--- config.mk ---
export PLATFORM = sky130hd
export DESIGN_NAME = uzorak_loader_flat
export DESIGN_NICKNAME = d
export VERILOG_FILES = /design/src/rtl/uzorak_loader_if.sv /design/src/rtl/uzorak_loader.sv /design/src/flat_wrapper.sv
export SDC_FILE = /design/constraint.sdc
export NUM_CORES = 2
export LEC_CHECK = 0
export CELL_PAD_IN_SITES_DETAIL_PLACEMENT = 1
export CELL_PAD_IN_SITES_GLOBAL_PLACEMENT = 2
export CORE_AREA = 2 2 390 392
export DETAILED_ROUTE_END_ITERATION = 10
export DIE_AREA = 0 0 392 394
export PLACE_DENSITY_LB_ADDON = 0.1
export SLEW_MARGIN = 20
export SYNTH_ARGS = -nofsm -noshare
export SYNTH_HDL_FRONTEND = slang
export SYNTH_SLANG_ARGS = --single-unit
--- constraint.sdc ---
create_clock -name clk -period 3.9 [get_ports clk]
set_input_delay 0.78 -clock clk [delete_from_list [all_inputs] [get_ports clk]]
set_output_delay 0.78 -clock clk [all_outputs]
set_load 0.05 [all_outputs]
--- src/rtl/uzorak_loader_if.sv ---
// Feature-stream and packed-frame port bundle for uzorak_loader.
// slave = loader side, master = producer/consumer side.
interface uzorak_loader_if #(
  parameter int unsigned N_FEAT = 60,
  parameter int unsigned W      = 16
);
  logic [W-1:0]        feat_in;
  logic                feat_valid;
  logic                feat_ready;
  logic [N_FEAT*W-1:0] uzorak;
  logic                uzorak_valid;
  logic                uzorak_ack;
  logic [5:0]          feat_idx;
  logic                frame_err;

  modport master (
    output feat_in, feat_valid, uzorak_ack,
    input  feat_ready, uzorak, uzorak_valid, feat_idx, frame_err
  );

  modport slave (
    input  feat_in, feat_valid, uzorak_ack,
    output feat_ready, uzorak, uzorak_valid, feat_idx, frame_err
  );
endinterface

--- src/rtl/uzorak_loader.sv ---
// Serial-to-parallel loader: packs N_FEAT W-bit features into one frame and holds it until acked.
// Optional partial-frame timeout is enabled by defining UZORAK_LOADER_TIMEOUT_EN.
module uzorak_loader #(
  parameter int unsigned N_FEAT  = 60,
  parameter int unsigned W       = 16,
  parameter int unsigned TIMEOUT = 1024
) (
  input logic            clk,
  input logic            rst,
  uzorak_loader_if.slave bus
);

  localparam int unsigned FW = N_FEAT * W;
  localparam int unsigned IW = 6;

  localparam logic [0:0] FILL = 1'b0;
  localparam logic [0:0] FULL = 1'b1;

  logic [0:0]    state_q, state_d;
  logic [FW-1:0] uzorak_q, uzorak_d;
  logic          uzorak_valid_q, uzorak_valid_d;
  logic [IW-1:0] feat_idx_q, feat_idx_d;
  logic          xfer;

`ifdef UZORAK_LOADER_TIMEOUT_EN
  localparam int unsigned GW = $clog2(TIMEOUT + 1);
  logic [GW-1:0] gap_q, gap_d;
  logic          frame_err_q, frame_err_d;
`endif

  // Ready depends only on state so the producer never sees a combinational loop.
  assign bus.feat_ready = (state_q == FILL) && !rst;
  assign xfer           = bus.feat_valid && bus.feat_ready;

  always_comb begin
    state_d        = state_q;
    uzorak_d       = uzorak_q;
    uzorak_valid_d = uzorak_valid_q;
    feat_idx_d     = feat_idx_q;
`ifdef UZORAK_LOADER_TIMEOUT_EN
    gap_d          = '0;
    frame_err_d    = 1'b0;
`endif
    case (state_q)
      FILL: begin
        if (xfer) begin
          uzorak_d = {uzorak_q[FW-W-1:0], bus.feat_in};
          if (feat_idx_q == IW'(N_FEAT - 1)) begin
            feat_idx_d     = '0;
            uzorak_valid_d = 1'b1;
            state_d        = FULL;
          end else begin
            feat_idx_d = feat_idx_q + IW'(1);
          end
        end
`ifdef UZORAK_LOADER_TIMEOUT_EN
        // Idle gap inside a partial frame: count, and drop the frame once it hits TIMEOUT.
        else if (feat_idx_q != '0) begin
          if (gap_q == GW'(TIMEOUT - 1)) begin
            feat_idx_d  = '0;
            uzorak_d    = '0;
            frame_err_d = 1'b1;
          end else begin
            gap_d = gap_q + GW'(1);
          end
        end
`endif
      end
      FULL: begin
        if (bus.uzorak_ack) begin
          uzorak_valid_d = 1'b0;
          state_d        = FILL;
        end
      end
      default: state_d = FILL;
    endcase
  end

  always_ff @(posedge clk) begin
    if (rst) begin
      state_q        <= FILL;
      uzorak_q       <= '0;
      uzorak_valid_q <= 1'b0;
      feat_idx_q     <= '0;
`ifdef UZORAK_LOADER_TIMEOUT_EN
      gap_q          <= '0;
      frame_err_q    <= 1'b0;
`endif
    end else begin
      state_q        <= state_d;
      uzorak_q       <= uzorak_d;
      uzorak_valid_q <= uzorak_valid_d;
      feat_idx_q     <= feat_idx_d;
`ifdef UZORAK_LOADER_TIMEOUT_EN
      gap_q          <= gap_d;
      frame_err_q    <= frame_err_d;
`endif
    end
  end

  assign bus.uzorak       = uzorak_q;
  assign bus.uzorak_valid = uzorak_valid_q;
  assign bus.feat_idx     = feat_idx_q;
`ifdef UZORAK_LOADER_TIMEOUT_EN
  assign bus.frame_err    = frame_err_q;
`else
  assign bus.frame_err    = 1'b0;
`endif

endmodule

--- src/flat_wrapper.sv ---
// flat-port wrapper written by rule: the top's interface ports become plain ports
module uzorak_loader_flat 
#(
  parameter int unsigned N_FEAT  = 60,
  parameter int unsigned W       = 16,
  parameter int unsigned TIMEOUT = 1024
)
  (clk, rst, bus_feat_in, bus_feat_valid, bus_uzorak_ack, bus_feat_ready, bus_uzorak, bus_uzorak_valid, bus_feat_idx, bus_frame_err);
  uzorak_loader_if #(.N_FEAT(N_FEAT), .W(W)) bus_i ();
  input logic clk;
  input logic rst;
  input wire logic [$bits(bus_i.feat_in)-1:0] bus_feat_in;
  input wire logic [$bits(bus_i.feat_valid)-1:0] bus_feat_valid;
  input wire logic [$bits(bus_i.uzorak_ack)-1:0] bus_uzorak_ack;
  output wire logic [$bits(bus_i.feat_ready)-1:0] bus_feat_ready;
  output wire logic [$bits(bus_i.uzorak)-1:0] bus_uzorak;
  output wire logic [$bits(bus_i.uzorak_valid)-1:0] bus_uzorak_valid;
  output wire logic [$bits(bus_i.feat_idx)-1:0] bus_feat_idx;
  output wire logic [$bits(bus_i.frame_err)-1:0] bus_frame_err;
  assign bus_i.feat_in = bus_feat_in;
  assign bus_i.feat_valid = bus_feat_valid;
  assign bus_i.uzorak_ack = bus_uzorak_ack;
  assign bus_feat_ready = bus_i.feat_ready;
  assign bus_uzorak = bus_i.uzorak;
  assign bus_uzorak_valid = bus_i.uzorak_valid;
  assign bus_feat_idx = bus_i.feat_idx;
  assign bus_frame_err = bus_i.frame_err;
  uzorak_loader #(.N_FEAT(N_FEAT), .W(W), .TIMEOUT(TIMEOUT)) u_core (.clk(clk), .rst(rst), .bus(bus_i));
endmodule
==> flow_metrics.env <==
export IMPL_cpLargestDelayFamily="buffers and inverters"
export IMPL_crit_fanout=3
export IMPL_numCtsBuffers=120
export IMPL_syn_area_per_cell_sq_um=7.84
export IMPL_worst_ir_drop_vdd_mv=0.335
export IMPL_synthCells=4211
export IMPL_final_area_sq_mm=0.0489
export IMPL_drt_iter0_drc=1443
export IMPL_cp_start_kind="primary input"
export IMPL_wl_met3_um=15100
export IMPL_diodes=0
export IMPL_gp_congestion=0.791
export IMPL_synth_cell_types=27
export IMPL_cp_num_buf_inv=2
export IMPL_htreeDepth=3
export IMPL_tightest_slew_ns=0.858
export IMPL_layout_commonest_cell="nand2_1"
export IMPL_drt_pass1_iterations=5
export IMPL_clkTransAtPathRegs_ns=0.06
export IMPL_io_buffer_count=987
export IMPL_rows=143
export IMPL_pin_count=989
export IMPL_clockRootBuffer="clkbuf_16"
export IMPL_leakage_nw=16.0
export IMPL_worst_hold_slack_ns=0.460
export IMPL_max_cap_violations=0
export IMPL_synth_area_sq_mm=0.0330
export IMPL_rsz0062_at_grt="no"
export IMPL_final_nets=5082
export IMPL_ant_nets=0
export IMPL_cpMaxStageDelayCell="clkdlybuf4s50_1"
export IMPL_yosysSeqAreaShare=0.587
export IMPL_grt_max_degree=142
export IMPL_wl_met1_um=65100
export IMPL_mappedNetlistNets=4232
export IMPL_fin_tns_setup_ns=0
export IMPL_antenna_found_initial=1
export IMPL_dieHeight_um=394
export IMPL_place_area_sq_mm=0.0449
export IMPL_avgRoutedWirePerCell_um=21.8
export IMPL_finalWirelength_um=157000
export IMPL_yosys_warnings=0
export IMPL_areaGrowthSynthToFinish_pct=48.0
export IMPL_drc=0
export IMPL_hp_class="reg -> reg"
export IMPL_dieArea_sq_mm=0.154
export IMPL_synth_area_leader_cell="dfxtp_1"
export IMPL_p_total_w=0.0221
export IMPL_core_sq_mm=0.151
export IMPL_grt_pass1_vias=30800
export IMPL_worst_setup_path_end_kind="output pin"
export IMPL_powerDensity_mw_per_mm2=452
export IMPL_drive_gt1_frac=0.0488
export IMPL_status="finished, final reports clean"
export IMPL_grt_pass1_wl_um=223000
export IMPL_start_util=0.219
export IMPL_cts_resized=0
export IMPL_gr_total_overflow=0
export IMPL_max_slew_margin=0.426
export IMPL_routed_via_density=4.26
export IMPL_worstSetupPathType="in -> out"
export IMPL_fmax_mhz=332
export IMPL_wl_met2_um=72000
export IMPL_synth_area_top_cells="dfxtp_1 (59%), nand2_1 (22%), o21ai_0 (14%)"
export IMPL_setup_viol=0
export IMPL_cts_tree="built"
export IMPL_drv_slew=0
export IMPL_finalCritPeriodShare=0.773
export IMPL_yosysTopAreaCellShare=0.587
export IMPL_period_needed_ns=3.01
export IMPL_dp_hpwl_um=118000
export IMPL_cpPeakStageDelay_ns=0.81
export IMPL_hold_viol=0
export IMPL_worst_endpoint_required_ns=3.12
export IMPL_top_layer="met4"
export IMPL_groute_usage_overall=0.196
export IMPL_cts_sinks=968
export IMPL_vias=30700
export IMPL_worstPathCellList="clkdlybuf4s50_1 -> nor2_1 -> clkdlybuf4s50_1"
export IMPL_final_core_util=0.324
export IMPL_fp_dieW_um=392
export IMPL_critical_path_arrival_ns=2.23
export IMPL_ys_ff_latch=968
export IMPL_crit_path_frequent_cell="clkdlybuf4s50_1"
export IMPL_post_cts_setup_buffer_count=0
export IMPL_skew_ns=0.0266
export IMPL_layout_common_cells="nand2_1 (1927), clkdlybuf4s50_1 (987), dfxtp_1 (968)"
export IMPL_cts_hold_fix_buffers=0
export IMPL_clock_latency_ns=0.72
export IMPL_clk_path_buf_depth=3
[cell usage after synthesis]
| cell type | number |
|---|---|
| or3_1 | 1 |
| clkbuf_1 | 208 |
| nand4_1 | 1 |
| nand3_1 | 2 |
| inv_1 | 3 |
| o32ai_1 | 1 |
| buf_4 | 9 |
| or3b_1 | 1 |
| o21ai_0 | 943 |
| dfxtp_1 | 968 |
| buf_2 | 103 |
| inv_2 | 1 |
| nand2_1 | 1927 |
| o311ai_1 | 1 |
| o211ai_1 | 1 |
| buf_6 | 3 |
| a21oi_1 | 5 |
| conb_1 | 1 |
| o21ai_1 | 20 |
| nor3_1 | 2 |
| or4_1 | 2 |
| nor3b_2 | 1 |
| o31ai_1 | 2 |
| nor2_1 | 1 |
| o41ai_1 | 1 |
| ha_1 | 1 |
| nand2b_1 | 2 |
[final timing paths]
check        cells after the start                     end  slack [ns]              startpoint
max                              3          bus_feat_ready        0.89                     rst
min                              2  u_core.bus.uzorak[950]        0.46  u_core.bus.uzorak[950]
max reg2reg                      4  u_core.bus.uzorak[899]        1.82          u_core.state_q
min reg2reg                      2  u_core.bus.uzorak[950]        0.46  u_core.bus.uzorak[950]
[registers in the layout, summed over array words and instances (netlist names)]
signal and count:
u_core.bus.uzorak 960, u_core.bus.uzorak_valid 1, u_core.bus.feat_idx 6, u_core.state_q 1
[where the power goes]
group	internal, W	leakage (nW)	switching [W]
Sequential	0.00992	7.80	0.0000329
Combinational	0.000159	6.22	0.000621
Clock	0.00674	1.97	0.00462
[worst register-to-register path, stage by stage (launching register included)]
cell and delay, ns:
dfxtp_1 0.38, nor3b_4 0.36, buf_12 0.25, buf_4 0.65, o21ai_0 0.28
[metal layers]
| metal | up-vias | GRT usage |
|---|---|---|
| met5 | - | 0 |
| met4 | 0 | 0.0595 |
| met3 | 180 | 0.0863 |
| met2 | 746 | 0.319 |
| met1 | 14500 | 0.230 |
| li1 | 15200 | - |
[cell families (layout without fill, tap and decap cells)]
group	after synthesis	after routing	synth area share
compound gates	974	974	0.148
fa+ha+maj	1	1	0.000379
buf+inv	327	1279	0.0428
flops	968	968	0.587
other cells	1	1	0.000114
simple gates	1940	1940	0.222
[stage by stage]
stage,worst slack [ns],instances
2_1_floorplan,1.54,4211
3_3_place_gp,0.898,6969
6_report,0.885,7193
4_1_cts,0.763,7193
3_5_place_dp,0.855,6969
5_1_grt,0.773,7193
[area by class of cell]
cell class,count,area (sq um)
clock inverter,29,334
sequential,968,19400
clock buffer,195,3680
inverter,4,22.5
fill,17700,102000
tap,2030,2540
timing repair buffer,1051,10700
multi-input combinational,2916,12200
Note: power is estimated with default switching activity, not from simulation.
